[src/rtl/ddr3_bank_cmd_sequencer.sv]
// rtl/ddr3_bank_cmd_sequencer.sv - DDR3 multi-bank command sequencer with open-row tracking and periodic refresh
// Optional closed-page policy selected by defining DDR_CLOSED_PAGE_EN.
module ddr3_bank_cmd_sequencer #(
  parameter int NUM_BANKS = 8,
  parameter int BA_W      = 3,
  parameter int ROW_W     = 15,
  parameter int COL_W     = 10,
  parameter int T_RCD     = 5,
  parameter int T_RP      = 5,
  parameter int T_RFC     = 10,
  parameter int T_REFI    = 780
) (
  input  logic                 CLK,
  input  logic                 RESET_N,
  input  logic                 INIT_DONE,
  input  logic                 REQ_VALID,
  output logic                 REQ_READY,
  input  logic                 REQ_WRITE,
  input  logic                 REQ_AP,
  input  logic                 REQ_BL8,
  input  logic [BA_W-1:0]      REQ_BA,
  input  logic [ROW_W-1:0]     REQ_ROW,
  input  logic [COL_W-1:0]     REQ_COL,
  output logic                 CS_n,
  output logic                 RAS_n,
  output logic                 CAS_n,
  output logic                 WE_n,
  output logic [ROW_W-1:0]     Addr_out,
  output logic [BA_W-1:0]      BA_out,
  output logic                 CMD_RW,
  output logic [NUM_BANKS-1:0] BANK_OPEN,
  output logic                 REF_BUSY
);

`ifdef DDR_CLOSED_PAGE_EN
  localparam bit CLOSED_PAGE = 1'b1;
`else
  localparam bit CLOSED_PAGE = 1'b0;
`endif

  localparam int TMAX  = (T_RFC > T_RCD) ? ((T_RFC > T_RP) ? T_RFC : T_RP)
                                         : ((T_RCD > T_RP) ? T_RCD : T_RP);
  localparam int TMR_W = $clog2(TMAX);
  localparam int REF_W = $clog2(T_REFI);

  typedef enum logic [2:0] {
    S_INIT, S_READY, S_WAIT_RCD, S_WAIT_RP_ACT, S_WAIT_RP_REF, S_WAIT_RP_IDLE, S_WAIT_RFC
  } state_t;

  typedef enum logic [2:0] {
    C_DESEL, C_NOP, C_ACT, C_PRE, C_PREA, C_RW, C_REF
  } cmd_t;

  state_t                 state, state_d;
  cmd_t                   cmd;
  logic [TMR_W-1:0]       tmr, tmr_d;
  logic [REF_W-1:0]       ref_cnt;
  logic                   ref_due, ref_due_d, ref_wrap, ref_clear;
  logic [NUM_BANKS-1:0]   bank_open;
  logic [ROW_W-1:0]       open_row [NUM_BANKS];
  logic                   lat_write, lat_ap, lat_bl8;
  logic [BA_W-1:0]        lat_ba;
  logic [ROW_W-1:0]       lat_row;
  logic [COL_W-1:0]       lat_col;
  logic                   accept, hit, ap_eff;
  logic                   cmd_write, cmd_ap, cmd_bl8;
  logic [BA_W-1:0]        cmd_ba;
  logic [ROW_W-1:0]       cmd_row;
  logic [COL_W-1:0]       cmd_col;
  logic [ROW_W-1:0]       rw_addr, prea_addr, addr_d;
  logic [BA_W-1:0]        ba_d;
  logic                   cs_d, ras_d, cas_d, we_d;

  assign accept    = REQ_VALID && REQ_READY;
  assign hit       = bank_open[REQ_BA] && (open_row[REQ_BA] == REQ_ROW);
  // Fields come straight from the port on the accepting cycle, else from the latch.
  assign cmd_write = accept ? REQ_WRITE : lat_write;
  assign cmd_ap    = accept ? REQ_AP    : lat_ap;
  assign cmd_bl8   = accept ? REQ_BL8   : lat_bl8;
  assign cmd_ba    = accept ? REQ_BA    : lat_ba;
  assign cmd_row   = accept ? REQ_ROW   : lat_row;
  assign cmd_col   = accept ? REQ_COL   : lat_col;
  assign ap_eff    = CLOSED_PAGE || cmd_ap;
  assign ref_wrap  = (state != S_INIT) && (ref_cnt == REF_W'(T_REFI - 1));
  assign ref_due_d = (ref_due && !ref_clear) || ref_wrap;
  assign BANK_OPEN = bank_open;
  assign REF_BUSY  = ref_due;

  // Next-state and command decision; the chosen command reaches the pins next cycle.
  always_comb begin
    state_d   = state;
    tmr_d     = (tmr != '0) ? tmr - TMR_W'(1) : tmr;
    cmd       = C_NOP;
    ref_clear = 1'b0;
    case (state)
      S_INIT: begin
        cmd = C_DESEL;
        if (INIT_DONE) state_d = S_READY;
      end
      S_READY: begin
        if (ref_due) begin
          if ((|bank_open) && !CLOSED_PAGE) begin
            cmd = C_PREA; tmr_d = TMR_W'(T_RP - 1); state_d = S_WAIT_RP_REF;
          end else begin
            cmd = C_REF; tmr_d = TMR_W'(T_RFC - 1); state_d = S_WAIT_RFC;
          end
        end else if (accept) begin
          if (hit) begin
            cmd = C_RW;
            if (ap_eff) begin tmr_d = TMR_W'(T_RP - 1); state_d = S_WAIT_RP_IDLE; end
          end else if (bank_open[REQ_BA]) begin
            cmd = C_PRE; tmr_d = TMR_W'(T_RP - 1); state_d = S_WAIT_RP_ACT;
          end else begin
            cmd = C_ACT; tmr_d = TMR_W'(T_RCD - 1); state_d = S_WAIT_RCD;
          end
        end
      end
      S_WAIT_RCD: if (tmr == '0) begin
        cmd = C_RW;
        if (ap_eff) begin tmr_d = TMR_W'(T_RP - 1); state_d = S_WAIT_RP_IDLE; end
        else state_d = S_READY;
      end
      S_WAIT_RP_ACT: if (tmr == '0) begin
        cmd = C_ACT; tmr_d = TMR_W'(T_RCD - 1); state_d = S_WAIT_RCD;
      end
      S_WAIT_RP_REF: if (tmr == '0) begin
        cmd = C_REF; tmr_d = TMR_W'(T_RFC - 1); state_d = S_WAIT_RFC;
      end
      S_WAIT_RP_IDLE: if (tmr == '0) state_d = S_READY;
      S_WAIT_RFC: if (tmr == '0) begin
        ref_clear = 1'b1; state_d = S_READY;
      end
      default: state_d = S_INIT;
    endcase
  end

  // Pin encoding of the chosen command; address/bank hold when the command does not use them.
  always_comb begin
    rw_addr              = '0;
    rw_addr[COL_W-1:0]   = cmd_col;
    rw_addr[10]          = ap_eff;
    rw_addr[12]          = cmd_bl8;
    prea_addr            = '0;
    prea_addr[10]        = 1'b1;
    cs_d = 1'b0; ras_d = 1'b1; cas_d = 1'b1; we_d = 1'b1;
    addr_d = Addr_out;
    ba_d   = BA_out;
    case (cmd)
      C_DESEL: cs_d = 1'b1;
      C_ACT:   begin ras_d = 1'b0; addr_d = cmd_row; ba_d = cmd_ba; end
      C_PRE:   begin ras_d = 1'b0; we_d = 1'b0; addr_d = '0; ba_d = cmd_ba; end
      C_PREA:  begin ras_d = 1'b0; we_d = 1'b0; addr_d = prea_addr; end
      C_RW:    begin cas_d = 1'b0; we_d = ~cmd_write; addr_d = rw_addr; ba_d = cmd_ba; end
      C_REF:   begin ras_d = 1'b0; cas_d = 1'b0; end
      default: ;
    endcase
  end

  // State, spacing timer and refresh interval tracking.
  always_ff @(posedge CLK or negedge RESET_N) begin
    if (!RESET_N) begin
      state   <= S_INIT;
      tmr     <= '0;
      ref_cnt <= '0;
      ref_due <= 1'b0;
    end else begin
      state   <= state_d;
      tmr     <= tmr_d;
      ref_due <= ref_due_d;
      if (state == S_INIT || ref_wrap) ref_cnt <= '0;
      else                             ref_cnt <= ref_cnt + REF_W'(1);
    end
  end

  // Registered command/address pins and handshake outputs.
  always_ff @(posedge CLK or negedge RESET_N) begin
    if (!RESET_N) begin
      CS_n <= 1'b1; RAS_n <= 1'b1; CAS_n <= 1'b1; WE_n <= 1'b1;
      Addr_out  <= '0;
      BA_out    <= '0;
      CMD_RW    <= 1'b0;
      REQ_READY <= 1'b0;
    end else begin
      CS_n <= cs_d; RAS_n <= ras_d; CAS_n <= cas_d; WE_n <= we_d;
      Addr_out  <= addr_d;
      BA_out    <= ba_d;
      CMD_RW    <= (cmd == C_RW);
      REQ_READY <= (state_d == S_READY) && !ref_due_d;
    end
  end

  // Request latch and per-bank open-row bookkeeping.
  always_ff @(posedge CLK or negedge RESET_N) begin
    if (!RESET_N) begin
      bank_open <= '0;
      for (int i = 0; i < NUM_BANKS; i++) open_row[i] <= '0;
      lat_write <= 1'b0; lat_ap <= 1'b0; lat_bl8 <= 1'b0;
      lat_ba <= '0; lat_row <= '0; lat_col <= '0;
    end else begin
      if (accept) begin
        lat_write <= REQ_WRITE; lat_ap <= REQ_AP; lat_bl8 <= REQ_BL8;
        lat_ba <= REQ_BA; lat_row <= REQ_ROW; lat_col <= REQ_COL;
      end
      case (cmd)
        C_ACT:   begin bank_open[cmd_ba] <= 1'b1; open_row[cmd_ba] <= cmd_row; end
        C_PRE:   bank_open[cmd_ba] <= 1'b0;
        C_PREA:  bank_open <= '0;
        C_RW:    if (ap_eff) bank_open[cmd_ba] <= 1'b0;
        default: ;
      endcase
    end
  end

endmodule

[config.mk]
export PLATFORM = sky130hd
export DESIGN_NAME = ddr3_bank_cmd_sequencer
export DESIGN_NICKNAME = d
export VERILOG_FILES = /design/src/rtl/ddr3_bank_cmd_sequencer.sv
export SDC_FILE = /design/constraint.sdc
export NUM_CORES = 1
export LEC_CHECK = 0
export ABC_AREA = 1
export CAP_MARGIN = 25
export CORE_UTILIZATION = 48
export CTS_BUF_LIST = sky130_fd_sc_hd__clkbuf_4 sky130_fd_sc_hd__clkbuf_8
export DETAILED_ROUTE_END_ITERATION = 10
export DONT_BUFFER_PORTS = 1
export SYNTH_ARGS = -nofsm -noshare
export SYNTH_HDL_FRONTEND = slang
export SYNTH_SLANG_ARGS = --single-unit
export TNS_END_PERCENT = 5
[constraint.sdc]
create_clock -name CLK -period 2.7 [get_ports CLK]
set_input_delay 0.81 -clock CLK [delete_from_list [all_inputs] [get_ports CLK]]
set_output_delay 0.81 -clock CLK [all_outputs]
set_load 0.005 [all_outputs]
==> reports/metrics.cfg <==
[floorplanning]
num_io_pins=68
rows=54
die_w_um=152
core-area_um2=22000
initial_core_util=0.492
die_h_um=152
die_area_um2=23100

[logic_synthesis]
synth_edf_count=0
netlist_top_cells_area=dfrtp_1, nand2_1, nand4_1
synth_seq_cells=201
synth_sequential_area_ratio=0.466
synth_warnings=0
synthMostInstantiatedCell=nand2_1
async_flop_share=1.00
synth_nets=1542
yosysTopAreaCell=dfrtp_1
yosys.area.top_type_share=0.456
synth_cell_types=38
synthCells=1503
ys.flop_type=dfrtp_1
synthesis.area_um2=10800
synth.cells.most_frequent=nand2_1, dfrtp_1, inv_1, nand4_1, nand3_1
avgSynthCellArea_um2=7.19

[timing]
post-route-period-util=0.965
rsz0062_at_grt=yes
maxSlewViolCount=0
worst_clock_skew_ps=21.8
tightest_slew_ps=893
max_freq_mhz=384
hold_viol_final=0
period_needed_ps=2600
max_slew_margin=0.401
setup_violations=0

[final_layout]
layout.filler_cells=2037
finalNetCount=1662
design_area_um2=13300
synthToLayoutAreaGrowth_pct=22.7
drive_above_1_share=0.170
n_antenna_cell=0
post-route-util=0.603
final_cells=1930

[setup_path]
critPathArrivalTime_ps=3060
cp.required_ps=3150
worstReg2RegStart=BANK_OPEN[5]
path_class=in2reg
cp_cell_sequence=inv_6, buf_12, buf_6, nand3_1, nand3_1, nand2_1, nand2_1, nand2_1, nor2_2, nand2_2, nor2_4, nand2_2, nand2_2, nand2_1, nand2_2, nand2_4, inv_4, nor2_4, buf_4, nand3_1, buf_12, nand2_1, nand2_1
crit_end=open_row[104]
max_stage_delay_ps=170
cp-start-kind=input pin
cpMaxStageDelayCell=nor2_4
r2r-end=open_row[104]
rrSetupSlack_ps=230
startpoint=REQ_BA[1]
crit_family=simple AND/OR/NAND/NOR gates
crit_buf_inv=6
crit_top_cell=nand2_1
cp_max_fo=37
r2r_cells=23
crit_path_end_kind=flip-flop
crit_cells=23

[run_status]
status=finished with violations
violations=design-rule violations

[place]
hpwl_mm=21.3
place_congestion=0.860
placed_cells=1848
portBuffers=0
dpl_cell_area_um2=12100

[routing]
drtIter0Drc=820
detail_route.first_pass.iterations=8
postRouteAntennaNets=0
wl_per_cell_um=17.8
drc=6
routed_wl_mm=34.3
vias_per_cell=5.39
via_count=10400

[clock_network]
cts_buffers=38
clk_pin_slew_ps=50
cts_tree=done
htreeDepth=2
root_buffer=clkbuf_8
clockBufferDepth=3
clk_latency_ps=530
cts_sinks=201

[hold_path]
hp-class=in2async

[global_routing]
antenna_found_initial=0
grt_pass1_wl_mm=54.0
track_usage=0.298
grt-ovfl-total=0
grt_max_degree=202
first_global_vias=9918

[power]
fin_total_pwr_mw=13.5
p_per_area_nw_per_um2=1020
p_leak_nw=7.25
ir_drop_uv=632

[job]
drv_cap=0

-- metrics by stage --
step                hold slack, ps  setup TNS, ps  setup WS (ps)
detailed placement             452        -128860           -945
global route                 -29.8           -886          -42.0
floorplan                      433         -16760           -159
global placement               450        -121130           -884
CTS                          -47.9              0           4.87
finish                      0.0398              0           95.1
-- where the power goes --
group	switching (mW)	total [mW]	leakage [nW]	internal [mW]
logic	3.51	5.70	4.14	2.18
clock network	1.32	3.20	0.443	1.88
registers	0.559	4.64	2.66	4.08
-- per-layer routing --
layer  vias up  share of wire  track usage
met5         -              0            0
met4         0          0.026        0.105
met3        65          0.081       0.0702
met2       410           0.46        0.469
met1      4881           0.43        0.405
li1       5048              -            -
-- sequential cells by signal, summed over array words and instances, names as in the netlist, 3 cells and up --
signal / cells
Addr_out: 15
BANK_OPEN: 8
BA_out: 3
lat_ba: 3
lat_col: 10
lat_row: 15
open_row: 120
ref_cnt: 10
state: 3
tmr: 4
-- worst min path at each step --
| stage | slack [ps] | to | startpoint |
|---|---|---|---|
| global route | -30 | open_row[118] | RESET_N |
| CTS | -50 | open_row[60] | RESET_N |
| finish | 0.04 | lat_row[4] | RESET_N |
| detailed placement | 450 | ref_cnt[0] | ref_cnt[0] |
| floorplan | 430 | ref_cnt[0] | ref_cnt[0] |
| global placement | 450 | ref_cnt[0] | ref_cnt[0] |
-- worst register-to-register path: cells and delay by family, from the launching register on --
family	cells	cell delay [ps]
AOI/OAI and AO/OA	1	90
buffers and inverters	5	640
DFF	1	370
and+or+nand+nor	17	1240
-- cell usage in the layout, fill, tap and decap left out, types with 6 or more instances in the layout --
cell type / instances
buf_4: 128
clkbuf_4: 9
nand3_1: 107
dfrtp_1: 197
o21ai_0: 16
nand3_2: 11
o21ai_1: 19
nor3b_1: 6
nor2_1: 62
nand2_2: 10
a21oi_1: 11
nand2_1: 651
clkbuf_8: 50
or2_2: 7
clkinv_2: 6
inv_1: 147
buf_12: 24
nand4_1: 122
-- timing repair --
action | in CTS | in global routing
gates cloned | 1 | 2
gates resized for setup | 9 | 32
pin swaps | 5 | 9
hold endpoints to repair | 197 | 62
setup endpoints to repair | 147 | 147
buffers inserted | 9 | 4
-- cells by family after synthesis --
| family | count (synthesis) | synth area share |
|---|---|---|
| and+or+nand+nor | 997 | 0.398 |
| AOI/OAI and AO/OA | 63 | 0.0337 |
| adders and majority gates | 4 | 0.00463 |
| xor gates and xnor gates | 1 | 0.000811 |
| DFF | 201 | 0.466 |
| buffers and inverters | 237 | 0.0966 |
-- cell type report --
type | count | area, µm² | share of cell area
Inverter | 156 | 601 | 0.0453
Sequential cell | 201 | 5030 | 0.380
Multi-Input combinational cell | 1065 | 4830 | 0.365
Timing Repair Buffer | 161 | 1610 | 0.121
Clock buffer | 59 | 756 | 0.0570
Clock inverter | 8 | 68.8 | 0.00519
Tap cell | 280 | 350 | 0.0264
(Power assumes the default switching activity.)
